File: src/rtl/alu16_arbiter_pkg.sv
// Shared definitions for the two-requester Hack ALU arbiter.
package alu16_arbiter_pkg;

  // Hack ALU control words {zx,nx,zy,ny,f,no}
  localparam logic [5:0] ALU_ZERO = 6'b101010;
  localparam logic [5:0] ALU_ONE  = 6'b111111;
  localparam logic [5:0] ALU_NEG1 = 6'b111010;
  localparam logic [5:0] ALU_X    = 6'b001100;
  localparam logic [5:0] ALU_Y    = 6'b110000;
  localparam logic [5:0] ALU_NOTX = 6'b001101;
  localparam logic [5:0] ALU_NEGX = 6'b001111;
  localparam logic [5:0] ALU_ADD  = 6'b000010;
  localparam logic [5:0] ALU_SUB  = 6'b010011;
  localparam logic [5:0] ALU_AND  = 6'b000000;
  localparam logic [5:0] ALU_OR   = 6'b010101;

  typedef enum logic [1:0] {
    IDLE = 2'd0,
    EXEC = 2'd1,
    DONE = 2'd2
  } state_t;

  typedef enum logic {
    GRANT_A = 1'b0,
    GRANT_B = 1'b1
  } grant_t;

  typedef struct packed {
    logic zx;
    logic nx;
    logic zy;
    logic ny;
    logic f;
    logic no;
  } alu_op_t;

  // Round-robin pick: a lone requester wins; on a tie the one not served last wins.
  function automatic grant_t pick_winner(input logic req_a, input logic req_b,
                                         input grant_t last_grant);
    grant_t w;
    if (req_a && req_b) begin
      w = (last_grant == GRANT_A) ? GRANT_B : GRANT_A;
    end else if (req_b) begin
      w = GRANT_B;
    end else begin
      w = GRANT_A;
    end
    return w;
  endfunction

endpackage

File: src/rtl/alu16_arbiter_alu.sv
// Combinational Hack ALU: conditional zero/negate of each operand, add or AND,
// optional output negate, plus zero and negative flags.
module alu_16
  import alu16_arbiter_pkg::*;
#(
  parameter int unsigned WIDTH = 16
) (
  input  logic [WIDTH-1:0] x,
  input  logic [WIDTH-1:0] y,
  input  logic [5:0]       op,
  output logic [WIDTH-1:0] out,
  output logic             zr,
  output logic             ng
);

  alu_op_t          ctl;
  logic [WIDTH-1:0] x_zero;
  logic [WIDTH-1:0] x_neg;
  logic [WIDTH-1:0] y_zero;
  logic [WIDTH-1:0] y_neg;
  logic [WIDTH-1:0] core;

  assign ctl = alu_op_t'(op);

  // Operand conditioning, function select and output negate
  always_comb begin
    x_zero = ctl.zx ? '0 : x;
    x_neg  = ctl.nx ? ~x_zero : x_zero;
    y_zero = ctl.zy ? '0 : y;
    y_neg  = ctl.ny ? ~y_zero : y_zero;
    core   = ctl.f ? (x_neg + y_neg) : (x_neg & y_neg);
    out    = ctl.no ? ~core : core;
  end

  assign zr = (out == '0);
  assign ng = out[WIDTH-1];

endmodule

File: src/rtl/alu16_arbiter.sv
// Round-robin arbiter sharing one Hack ALU between requesters A and B.
// Grant in IDLE latches the winner's operands, EXEC registers the result,
// DONE pulses the winner's done for one cycle.
module alu16_arbiter
  import alu16_arbiter_pkg::*;
#(
  parameter int unsigned WIDTH = 16
) (
  input  logic             clk,
  input  logic             reset,
  input  logic             req_a,
  input  logic [WIDTH-1:0] x_a,
  input  logic [WIDTH-1:0] y_a,
  input  logic [5:0]       op_a,
  input  logic             req_b,
  input  logic [WIDTH-1:0] x_b,
  input  logic [WIDTH-1:0] y_b,
  input  logic [5:0]       op_b,
  output logic             done_a,
  output logic             done_b,
  output logic [WIDTH-1:0] out,
  output logic             zr,
  output logic             ng,
  output logic             busy
);

  state_t           state;
  state_t           state_next;
  grant_t           grant;
  grant_t           winner;
  logic             take;
  logic [WIDTH-1:0] x_q;
  logic [WIDTH-1:0] y_q;
  logic [5:0]       op_q;
  logic [WIDTH-1:0] alu_out;
  logic             alu_zr;
  logic             alu_ng;

  alu_16 #(.WIDTH(WIDTH)) u_alu (
    .x   (x_q),
    .y   (y_q),
    .op  (op_q),
    .out (alu_out),
    .zr  (alu_zr),
    .ng  (alu_ng)
  );

  // Next-state and grant decision
  always_comb begin
    state_next = state;
    take       = 1'b0;
    winner     = pick_winner(req_a, req_b, grant);
    case (state)
      IDLE: begin
        if (req_a || req_b) begin
          take       = 1'b1;
          state_next = EXEC;
        end
      end
      EXEC:    state_next = DONE;
      DONE:    state_next = IDLE;
      default: state_next = IDLE;
    endcase
  end

  // State register
  always_ff @(posedge clk) begin
    if (reset) begin
      state <= IDLE;
    end else begin
      state <= state_next;
    end
  end

  // Grant and operand capture; the grant register doubles as last_grant since
  // both always hold the most recent winner. Reset to B so A wins the first tie.
  always_ff @(posedge clk) begin
    if (reset) begin
      grant <= GRANT_B;
      x_q   <= '0;
      y_q   <= '0;
      op_q  <= '0;
    end else if (take) begin
      grant <= winner;
      x_q   <= (winner == GRANT_B) ? x_b  : x_a;
      y_q   <= (winner == GRANT_B) ? y_b  : y_a;
      op_q  <= (winner == GRANT_B) ? op_b : op_a;
    end
  end

  // Result and flags registered at the end of EXEC
  always_ff @(posedge clk) begin
    if (reset) begin
      out <= '0;
      zr  <= 1'b0;
      ng  <= 1'b0;
    end else if (state == EXEC) begin
      out <= alu_out;
      zr  <= alu_zr;
      ng  <= alu_ng;
    end
  end

  // Done pulses are registered decodes of the DONE state per grant
  always_ff @(posedge clk) begin
    if (reset) begin
      done_a <= 1'b0;
      done_b <= 1'b0;
    end else begin
      done_a <= (state == EXEC) && (grant == GRANT_A);
      done_b <= (state == EXEC) && (grant == GRANT_B);
    end
  end

  assign busy = (state == EXEC) || (state == DONE);

endmodule
File: config.mk
export PLATFORM = sky130hd
export DESIGN_NAME = alu16_arbiter
export DESIGN_NICKNAME = d
export VERILOG_FILES = /design/src/rtl/alu16_arbiter_pkg.sv /design/src/rtl/alu16_arbiter_alu.sv /design/src/rtl/alu16_arbiter.sv
export SDC_FILE = /design/constraint.sdc
export NUM_CORES = 1
export LEC_CHECK = 0
export CORE_ASPECT_RATIO = 2
export CORE_MARGIN = 1.5
export CORE_UTILIZATION = 50
export DETAILED_ROUTE_END_ITERATION = 12
export PLACE_DENSITY_LB_ADDON = 0.1
export SLEW_MARGIN = 30
export SYNTH_ARGS = -nofsm -noshare
export SYNTH_HDL_FRONTEND = slang
export SYNTH_HIERARCHICAL = 1
export SYNTH_SLANG_ARGS = --single-unit
File: constraint.sdc
create_clock -name clk -period 5.85 [get_ports clk]
set_clock_uncertainty 0.2 [all_clocks]
set_input_delay 1.17 -clock clk [delete_from_list [all_inputs] [get_ports clk]]
set_output_delay 1.17 -clock clk [all_outputs]
set_load 0.005 [all_outputs]
==> Word-level counts from Yosys, hierarchy flattened <==
Index checks and enable logic that the tools add are counted.
{ "op_classes": {"muxes": 16, "n_shift": 0, "div_mod_pow": 0, "n_mul": 0, "n_addsub": 1, "eq_ne": 3, "bitwise": 5, "n_reduce_logical": 7, "order_cmp": 0} }
{ "ops": {"columns": ["op", "count"], "rows": [
  ["two-way mux 16 bit", 8],
  ["NOT 16 bit", 3],
  ["adder 16 bit", 1],
  ["bitwise AND 16 bit", 1],
  ["logical NOT 16 bit", 1],
  ["two-way mux 6 bit", 1],
  ["two-way mux 1 bit", 5],
  ["case mux 2 bit (2 select lines)", 1],
  ["logical AND 1 bit", 3],
  ["equality test 2 x 1 -> 1 bit, second input constant", 1],
  ["equality test 2 bit, second input constant", 1],
  ["logical NOT 2 bit", 1],
  ["logical OR 1 bit", 2],
  ["two-way mux 2 bit", 1],
  ["inequality test 2 bit, second input constant", 1],
  ["NOT 1 bit", 1]
]} }
{ "totals": {"inputBits": 80, "memories": 0, "romBits": 0, "reg_bits": 61, "out_inout_bits": 21, "wordCells": 42, "ramBits": 0, "latch_bits": 0} }

==> Logic depth before layout (Yosys ltp) <==
Gate-level depths: netlist (run 1).
{ "depth": {"word_depth": 8, "ltp_mapped": 15, "depth_no_buf": 14} }

==> By module <==
Netlist (run 1), hierarchy kept.
{ "modules_own_cells": {"columns": ["module", "n_inst", "area_each_um2", "cells_each", "seq_area_each_um2"], "rows": [
  ["alu16_arbiter", 1, 2527.4, 292, 1221.2],
  ["alu_16", 1, 1865.5, 246, 0.0]
]} }

==> Worst setup path after synthesis (run 1) <==
No wires, ideal clock.
{ "synth_path": {"kind": "reg-to-reg", "startpoint": "register op_q[2]", "endpoint": "register zr", "required_ps": 5585, "synth_period_minus_slack_ps": 3997, "n_path_buf": 2, "setup_time_ps": 65, "stages_incl_launch_ff": 16, "arrival_time_ps": 3732, "path_slack_ps": 1853, "path_cell_list": "dfxtp_1 > clkbuf_1 > buf_1 > xnor2_1 > ha_1 > fa_1 > a21o_1 > a211oi_2 > a311o_2 > mux2i_1 > a211oi_2 > xnor2_1 > or4_4 > nor4_2 > mux2i_1 > nor2_1"} }
{ "synth_via": {"elab_chain_cells": 6, "elab_cells_between_ends": 7, "classes_between": "add/sub: 1; mux: 3; bitwise: 2; reduce/logical: 1"} }
{ "synth_rtl": {"columns": ["element", "line", "source"], "rows": [
  ["start: declaration", "alu16_arbiter.sv:34", "logic [5:0] op_q;"],
  ["start signal: assignment", "alu16_arbiter.sv:87", "op_q <= (winner == GRANT_B) ? op_b : op_a;"],
  ["two-way mux 16 bit *", "alu16_arbiter_alu.sv:30", "y_neg = ctl.ny ? ~y_zero : y_zero;"],
  ["adder 16 bit or bitwise AND 16 bit (tied branches)", "alu16_arbiter_alu.sv:31", "core = ctl.f ? (x_neg + y_neg) : (x_neg & y_neg);"],
  ["two-way mux 16 bit *", "alu16_arbiter_alu.sv:31", null],
  ["NOT 16 bit", "alu16_arbiter_alu.sv:32", "out = ctl.no ? ~core : core;"],
  ["two-way mux 16 bit *", "alu16_arbiter_alu.sv:32", null],
  ["via alu_out[10]", "alu16_arbiter.sv:35", "logic [WIDTH-1:0] alu_out;"],
  ["logical NOT 16 bit *", "alu16_arbiter_alu.sv:35", "assign zr = (out == '0);"],
  ["via alu_zr", "alu16_arbiter.sv:36", "logic alu_zr;"],
  ["end signal: assignment", "alu16_arbiter.sv:99", "zr <= alu_zr;"],
  ["end: declaration", "alu16_arbiter.sv:22", "output logic zr,"]
]} }
The timed path passes the listed nets; every way through them passes the cells marked *.
A chain may end at the register's enable or synchronous reset.

==> Worst setup path after layout (run 1) <==
Same ends and word-level chain as after synthesis.

==> impl_metrics.env, run 1 <==
export IMPL_status="complete, no violations"
export IMPL_die_y_um=136
export IMPL_overflow=0
export IMPL_clock_latency_ns=0.33
export IMPL_min_to="out[7]"
export IMPL_synth_area_mm2=0.00439
export IMPL_cts_root_buffer="clkbuf_16"
export IMPL_crit_path_max_incr_delay_ns=0.87
export IMPL_drt_iter0_markers=165
export IMPL_final_cell_area_mm2=0.00561
export IMPL_cts_tree="built"
export IMPL_syn_to_final_growth_pct=27.7
export IMPL_power_total_mw=1.88
export IMPL_most_common_layout_cells="clkdlybuf4s50_1 (99), nand2_1 (86), nor2_1 (66), dfxtp_1 (61), xnor2_1 (52)"
export IMPL_end_kind="flop"
export IMPL_antenna_left=0
export IMPL_finalCritPeriodShare_pct=70.5
export IMPL_grt_pass1_vias=3958
export IMPL_rsz0062_at_grt="no"
export IMPL_hpwl_um=8570
export IMPL_antenna_cells=0
export IMPL_syn_nets=638
export IMPL_synth_seq_cells=61
export IMPL_drc=0
export IMPL_cts_sinks=61
export IMPL_arrival_ns=4.19
export IMPL_post_cts_buffers=0
export IMPL_initial_core_util_pct=51.2
export IMPL_synthArstFlopShare_pct=0
export IMPL_required_ns=5.91
export IMPL_hold_path_depth=2
export IMPL_finalNetCount=715
export IMPL_crit_type="flop to flop"
export IMPL_syn_area_per_cell_um2=8.17
export IMPL_via_per_inst=5.56
export IMPL_slowest_stage="dfxtp_1"
export IMPL_min_period_ns=4.13
export IMPL_place_area_mm2=0.00531
export IMPL_critPathLaunchType="flop"
export IMPL_gp_congestion=0.860
export IMPL_tightest_slew_ns=0.847
export IMPL_drt_total_wl_um=10900
export IMPL_first_pass_iters=4
export IMPL_synth_distinct_cells=59
export IMPL_final_hold_violation_count=0
export IMPL_clockBufferDepth=2
export IMPL_postCtsHoldBufs=0
export IMPL_layout_commonest_cell="clkdlybuf4s50_1"
export IMPL_r2r_end="zr"
export IMPL_io_pins=101
export IMPL_drv_slew=0
export IMPL_netlist_instances=538
export IMPL_antenna_found_initial=0
export IMPL_max_freq_ghz=0.242
export IMPL_row_count=48
export IMPL_min_from="out[7]"
export IMPL_synth_seq_area_share_pct=27.8
export IMPL_path_clk_slew_ns=0.05
export IMPL_holdCritPathClass="flop to flop"
export IMPL_grt_pass1_wl_um=18300
export IMPL_coreArea_mm2=0.00859
export IMPL_synthFlopType="dfxtp_1"
export IMPL_routedWlPerCell_um=15.1
export IMPL_htreeDepth=3
export IMPL_drive_above_1_share_pct=6.45
export IMPL_setup_worst_path_start="op_q[2]"
export IMPL_max_slew_margin_pct=43.5
export IMPL_die_w_um=69.3
export IMPL_reg2reg_from="op_q[2]"
export IMPL_r2r_setup_slack_ns=1.72
export IMPL_finalSetupViolations=0
export IMPL_vias=4002
export IMPL_synth_warnings=6
export IMPL_maxCapViolCount=0
export IMPL_io_buffers=100
export IMPL_r2r_cells=13
export IMPL_power_leakage_nw=2.13
export IMPL_p_per_area_mw_per_mm2=336
export IMPL_synth_edf_count=0
export IMPL_tns_ns=0
export IMPL_path_cells="xnor2_1 -> ha_1 -> fa_1 -> a21o_1 -> a211oi_2 -> a311o_2 -> mux2i_1 -> a211oi_2 -> xnor2_1 -> or4_4 -> nor4_2 -> mux2i_1 -> nor2_1"
export IMPL_grt_max_degree=62
export IMPL_crit_fanout=17
export IMPL_die_area_mm2=0.00939
export IMPL_track_usage_pct=24.4
export IMPL_post_cts_resize_count=0
export IMPL_cts_buffers=9
export IMPL_irDropWorstVdd_mv=0.192
## cell usage after synthesis (6+ instances only)
| cell | n | share of area (%) |
|---|---|---|
| a21oi_1 | 10 | 1.1 |
| nand2b_1 | 36 | 5.1 |
| ha_1 | 19 | 5.4 |
| buf_4 | 6 | 1.0 |
| nand3_1 | 6 | 0.68 |
| xnor2_1 | 52 | 10 |
| inv_1 | 10 | 0.85 |
| nand2_1 | 86 | 7.3 |
| nor2_1 | 66 | 5.6 |
| dfxtp_1 | 61 | 28 |
| buf_6 | 8 | 2.1 |
| o21ai_0 | 7 | 0.80 |
| mux2i_1 | 27 | 6.2 |
| buf_2 | 8 | 0.91 |
| o211ai_1 | 6 | 1.0 |
| a311oi_1 | 38 | 7.6 |
| a31oi_1 | 6 | 0.85 |
| clkbuf_1 | 14 | 1.2 |
## metal layers
metal / track usage, % / part of all wire (%) / vias up
li1: - / - / 2032
met1: 23.9 / 36 / 1851
met2: 48.3 / 58 / 101
met3: 3.42 / 3.1 / 18
met4: 12.4 / 3.1 / 0
met5: 0 / 0 / -
## worst max-delay path: cells and delay by family, from the launching register on
kind                     cells  cell delay [ns]
flip-flops                   1             0.87
AO/OA/AOI/OAI                4             0.81
AND/OR/NAND/NOR              3             0.78
adder cells (fa/ha/maj)      2             0.71
XOR/XNOR                     2             0.34
multiplexers                 2             0.34
## layout make-up
| class | count | area (um2) |
|---|---|---|
| clock inverters | 4 | 47.5 |
| well taps | 100 | 125 |
| fillers | 764 | 2980 |
| inverters | 11 | 41.3 |
| clock buffers | 12 | 246 |
| flip-flops and latches | 61 | 1220 |
| multi-input cells | 427 | 2890 |
| repair buffers | 105 | 1040 |
## how the worst max path moves through the flow
stage,to,depth (start not counted),slack (ns)
finish,zr,13,1.72
global route,zr,13,1.53
CTS,zr,13,1.71
detailed placement,zr,13,1.72
global placement,zr,13,1.84
floorplan,zr,15,1.85
## cell families after synthesis
group	after synthesis	share of synthesized area [%]
multiplexers	29	6.72
flip-flops	61	27.8
buffers and inverters	50	6.47
AND/OR/NAND/NOR	228	24.3
adder cells (fa/ha/maj)	20	5.87
XOR/XNOR	52	10.4
AO/OA/AOI/OAI	98	18.5
## registers in the layout (all words and copies together) (netlist names)
register and cells:
state 2, y_q 16, done_a 1, zr 1, done_b 1, grant 1, ng 1, out 16
x_q 16, op_q 6
## metrics by stage
stage	util [%]	setup slack [ns]	std cells	hold slack, ns
after CTS	65.3	1.71	720	0.296
after detailed placement	61.9	1.72	704	0.285
after global placement	61.8	1.84	704	0.272
final	65.3	1.72	720	0.290
after global routing	65.3	1.53	720	0.321
after floorplan	-	1.85	538	0.263
## power breakdown
part / total (mW) / internal, mW / switching, mW / leakage (nW)
Combinational: 0.849 / 0.404 / 0.445 / 1.48
Clock: 0.518 / 0.339 / 0.179 / 0.143
Sequential: 0.517 / 0.471 / 0.0461 / 0.503
Power figures use the tool's default switching activity.
==> run 2: changes to the inputs <==
CORE_UTILIZATION = 46   (was 50)
clock period = 3.4 ns   (was 5.85 ns; I/O delays follow)
==> run 2 against run 1 <==
The flow now finishes with violations (negative setup slack). Clock-buffer cell count decreased by 3. Worst hold slack improved by 0.0035 ns. Critical path depth rose by 1. Final area is 11% higher. Highest routed layer unchanged.
==> impl_metrics.env, run 2 (synthesized netlist as in run 1, its figures left out) <==
export IMPL_status="finished, violations left"
export IMPL_violations="negative setup slack"
export IMPL_rsz0062_at_grt="yes"
export IMPL_vias=4252
export IMPL_multi_input_area_mm2=0.00295
export IMPL_postCtsHoldBufs=0
export IMPL_min_period_ns=3.52
export IMPL_track_usage_pct=25.4
export IMPL_end_kind="flop"
export IMPL_cp_top_family="simple AND/OR/NAND/NOR gates"
export IMPL_seq_area_mm2=0.00122
export IMPL_p_per_area_mw_per_mm2=603
export IMPL_overflow=0
export IMPL_drt_total_wl_um=12400
export IMPL_cts_tree="built"
export IMPL_die_y_um=141
export IMPL_finalCritPeriodShare_pct=103
export IMPL_first_pass_iters=6
export IMPL_max_freq_ghz=0.284
export IMPL_final_instance_count_excl_fill=796
export IMPL_clock_latency_ns=0.34
export IMPL_place_area_mm2=0.00588
export IMPL_utilization_pct=67.0
export IMPL_grtUsageMet2_pct=48.5
export IMPL_fill_cells=832
export IMPL_max_slew_margin_pct=57.5
export IMPL_syn_to_final_growth_pct=42.2
export IMPL_finalSetupViolations=1
export IMPL_finalNetCount=787
export IMPL_tns_ns=-0.117
export IMPL_final_hold_violation_count=0
export IMPL_io_pins=101
export IMPL_final_cell_area_mm2=0.00625
export IMPL_met1_usage_pct=24.3
export IMPL_routedWlPerCell_um=15.6
export IMPL_cts_root_buffer="clkbuf_16"
export IMPL_drive_above_1_share_pct=17.8
export IMPL_clockBufferDepth=2
export IMPL_htreeDepth=3
export IMPL_initial_core_util_pct=47.1
export IMPL_worst_slack_ns=-0.117
export IMPL_via_per_inst=5.34
export IMPL_grt_max_degree=55
export IMPL_reg_largest_list="out x16, x_q x16, y_q x16"
export IMPL_most_common_layout_cells="clkdlybuf4s50_1 (99), nand2_1 (86), buf_4 (75), nor2_1 (66), dfxtp_1 (59)"
export IMPL_power_total_mw=3.77
export IMPL_crit_fanout=9
export IMPL_met3_usage_pct=3.65
export IMPL_grt_pass1_vias=4130
export IMPL_die_area_mm2=0.0102
export IMPL_grt_pass1_wl_um=19800
export IMPL_path_clk_slew_ns=0.06
export IMPL_drc=0
export IMPL_arrival_ns=3.59
export IMPL_drt_iter0_markers=138
export IMPL_cts_sinks=61
export IMPL_antenna_found_initial=0
export IMPL_worst_path_most_repeated_cell="xnor2_1"
export IMPL_io_buffers=100
export IMPL_row_count=50
export IMPL_coreArea_mm2=0.00932
export IMPL_die_w_um=72.1
export IMPL_cts_buffers=9
export IMPL_path_buf_inv=0
export IMPL_hold_ws_ns=0.293
export IMPL_crit_path_max_incr_delay_ns=0.43
export IMPL_crit_type="flop to flop"
export IMPL_slowest_stage="or4_4"
export IMPL_power_leakage_nw=2.51
export IMPL_antenna_left=0
export IMPL_hpwl_um=10000
export IMPL_holdCritPathClass="flop to flop"
export IMPL_layout_commonest_cell="clkdlybuf4s50_1"
export IMPL_critPathLaunchType="flop"
export IMPL_grt_busiest_layer="met2"
export IMPL_drv_slew=0
export IMPL_required_ns=3.47
export IMPL_antenna_cells=0
export IMPL_maxCapViolCount=0
export IMPL_path_cells="nand2b_1 -> xnor2_1 -> ha_2 -> fa_2 -> a21o_1 -> a2111oi_4 -> xnor2_1 -> mux2i_2 -> and3_1 -> o211ai_1 -> or4_4 -> nor4_2 -> mux2i_1 -> nor2_1"
export IMPL_gp_congestion=0.897
export IMPL_placedCellCount=779
export IMPL_preCtsSetupSlack_ns=-0.200
export IMPL_irDropWorstVdd_mv=0.367
export IMPL_tightest_slew_ns=0.637
run 2: changes by cell type in the layout (fill, tap and decap cells not counted), moves of 2 or more:
cell      before  now
dfxtp_1       61   59
inv_6          0    3
buf_4          6   75
a21oi_2        0    2
a31oi_4        0    2
buf_12         0    2
dfxtp_2        0    2
a21oi_1       10    8
clkbuf_1       2    0
run 2: layout make-up:
type                       instances  share of cell area (%)
timing repair buffer             177                    25.6
multi-input combinational        427                    47.2
inverter                          11                   0.661
tap                              104                    2.08
sequential                        61                    19.6
clock buffer                       9                    3.61
clock inverter                     7                    1.28
run 2: power breakdown:
group,internal (mW),switching (mW),total [mW]
registers,0.810,0.0637,0.874
logic,1.01,0.946,1.95
clock network,0.578,0.364,0.942
total,2.39,1.37,3.77
run 2: final timing paths:
kind	cells after the start	slack [ns]	startpoint	end
max reg2reg	14	-0.12	op_q[5]	zr
min reg2reg	2	0.29	out[7]	out[7]
min	2	0.29	out[7]	out[7]
max	14	-0.12	op_q[5]	zr
run 2: timing repair:
| item | in CTS | in global routing |
|---|---|---|
| cloned | 0 | 0 |
| gates resized for setup | 2 | 8 |
| pin swaps | 2 | 4 |
| setup endpoints to repair | 1 | 3 |
| setup buffers | 1 | 0 |
run 2: per-layer routing:
metal / share of wire [%] / routed length (um)
met1: 36 / 4420
met2: 56 / 7010
met3: 2.4 / 294
met4: 5.6 / 693
met5: 0 / 0
run 2: worst min-delay path: stages, from the launching register on:
cell and delay [ns]:
dfxtp_1 0.32, mux2i_1 0.06, nor2_1 0.07
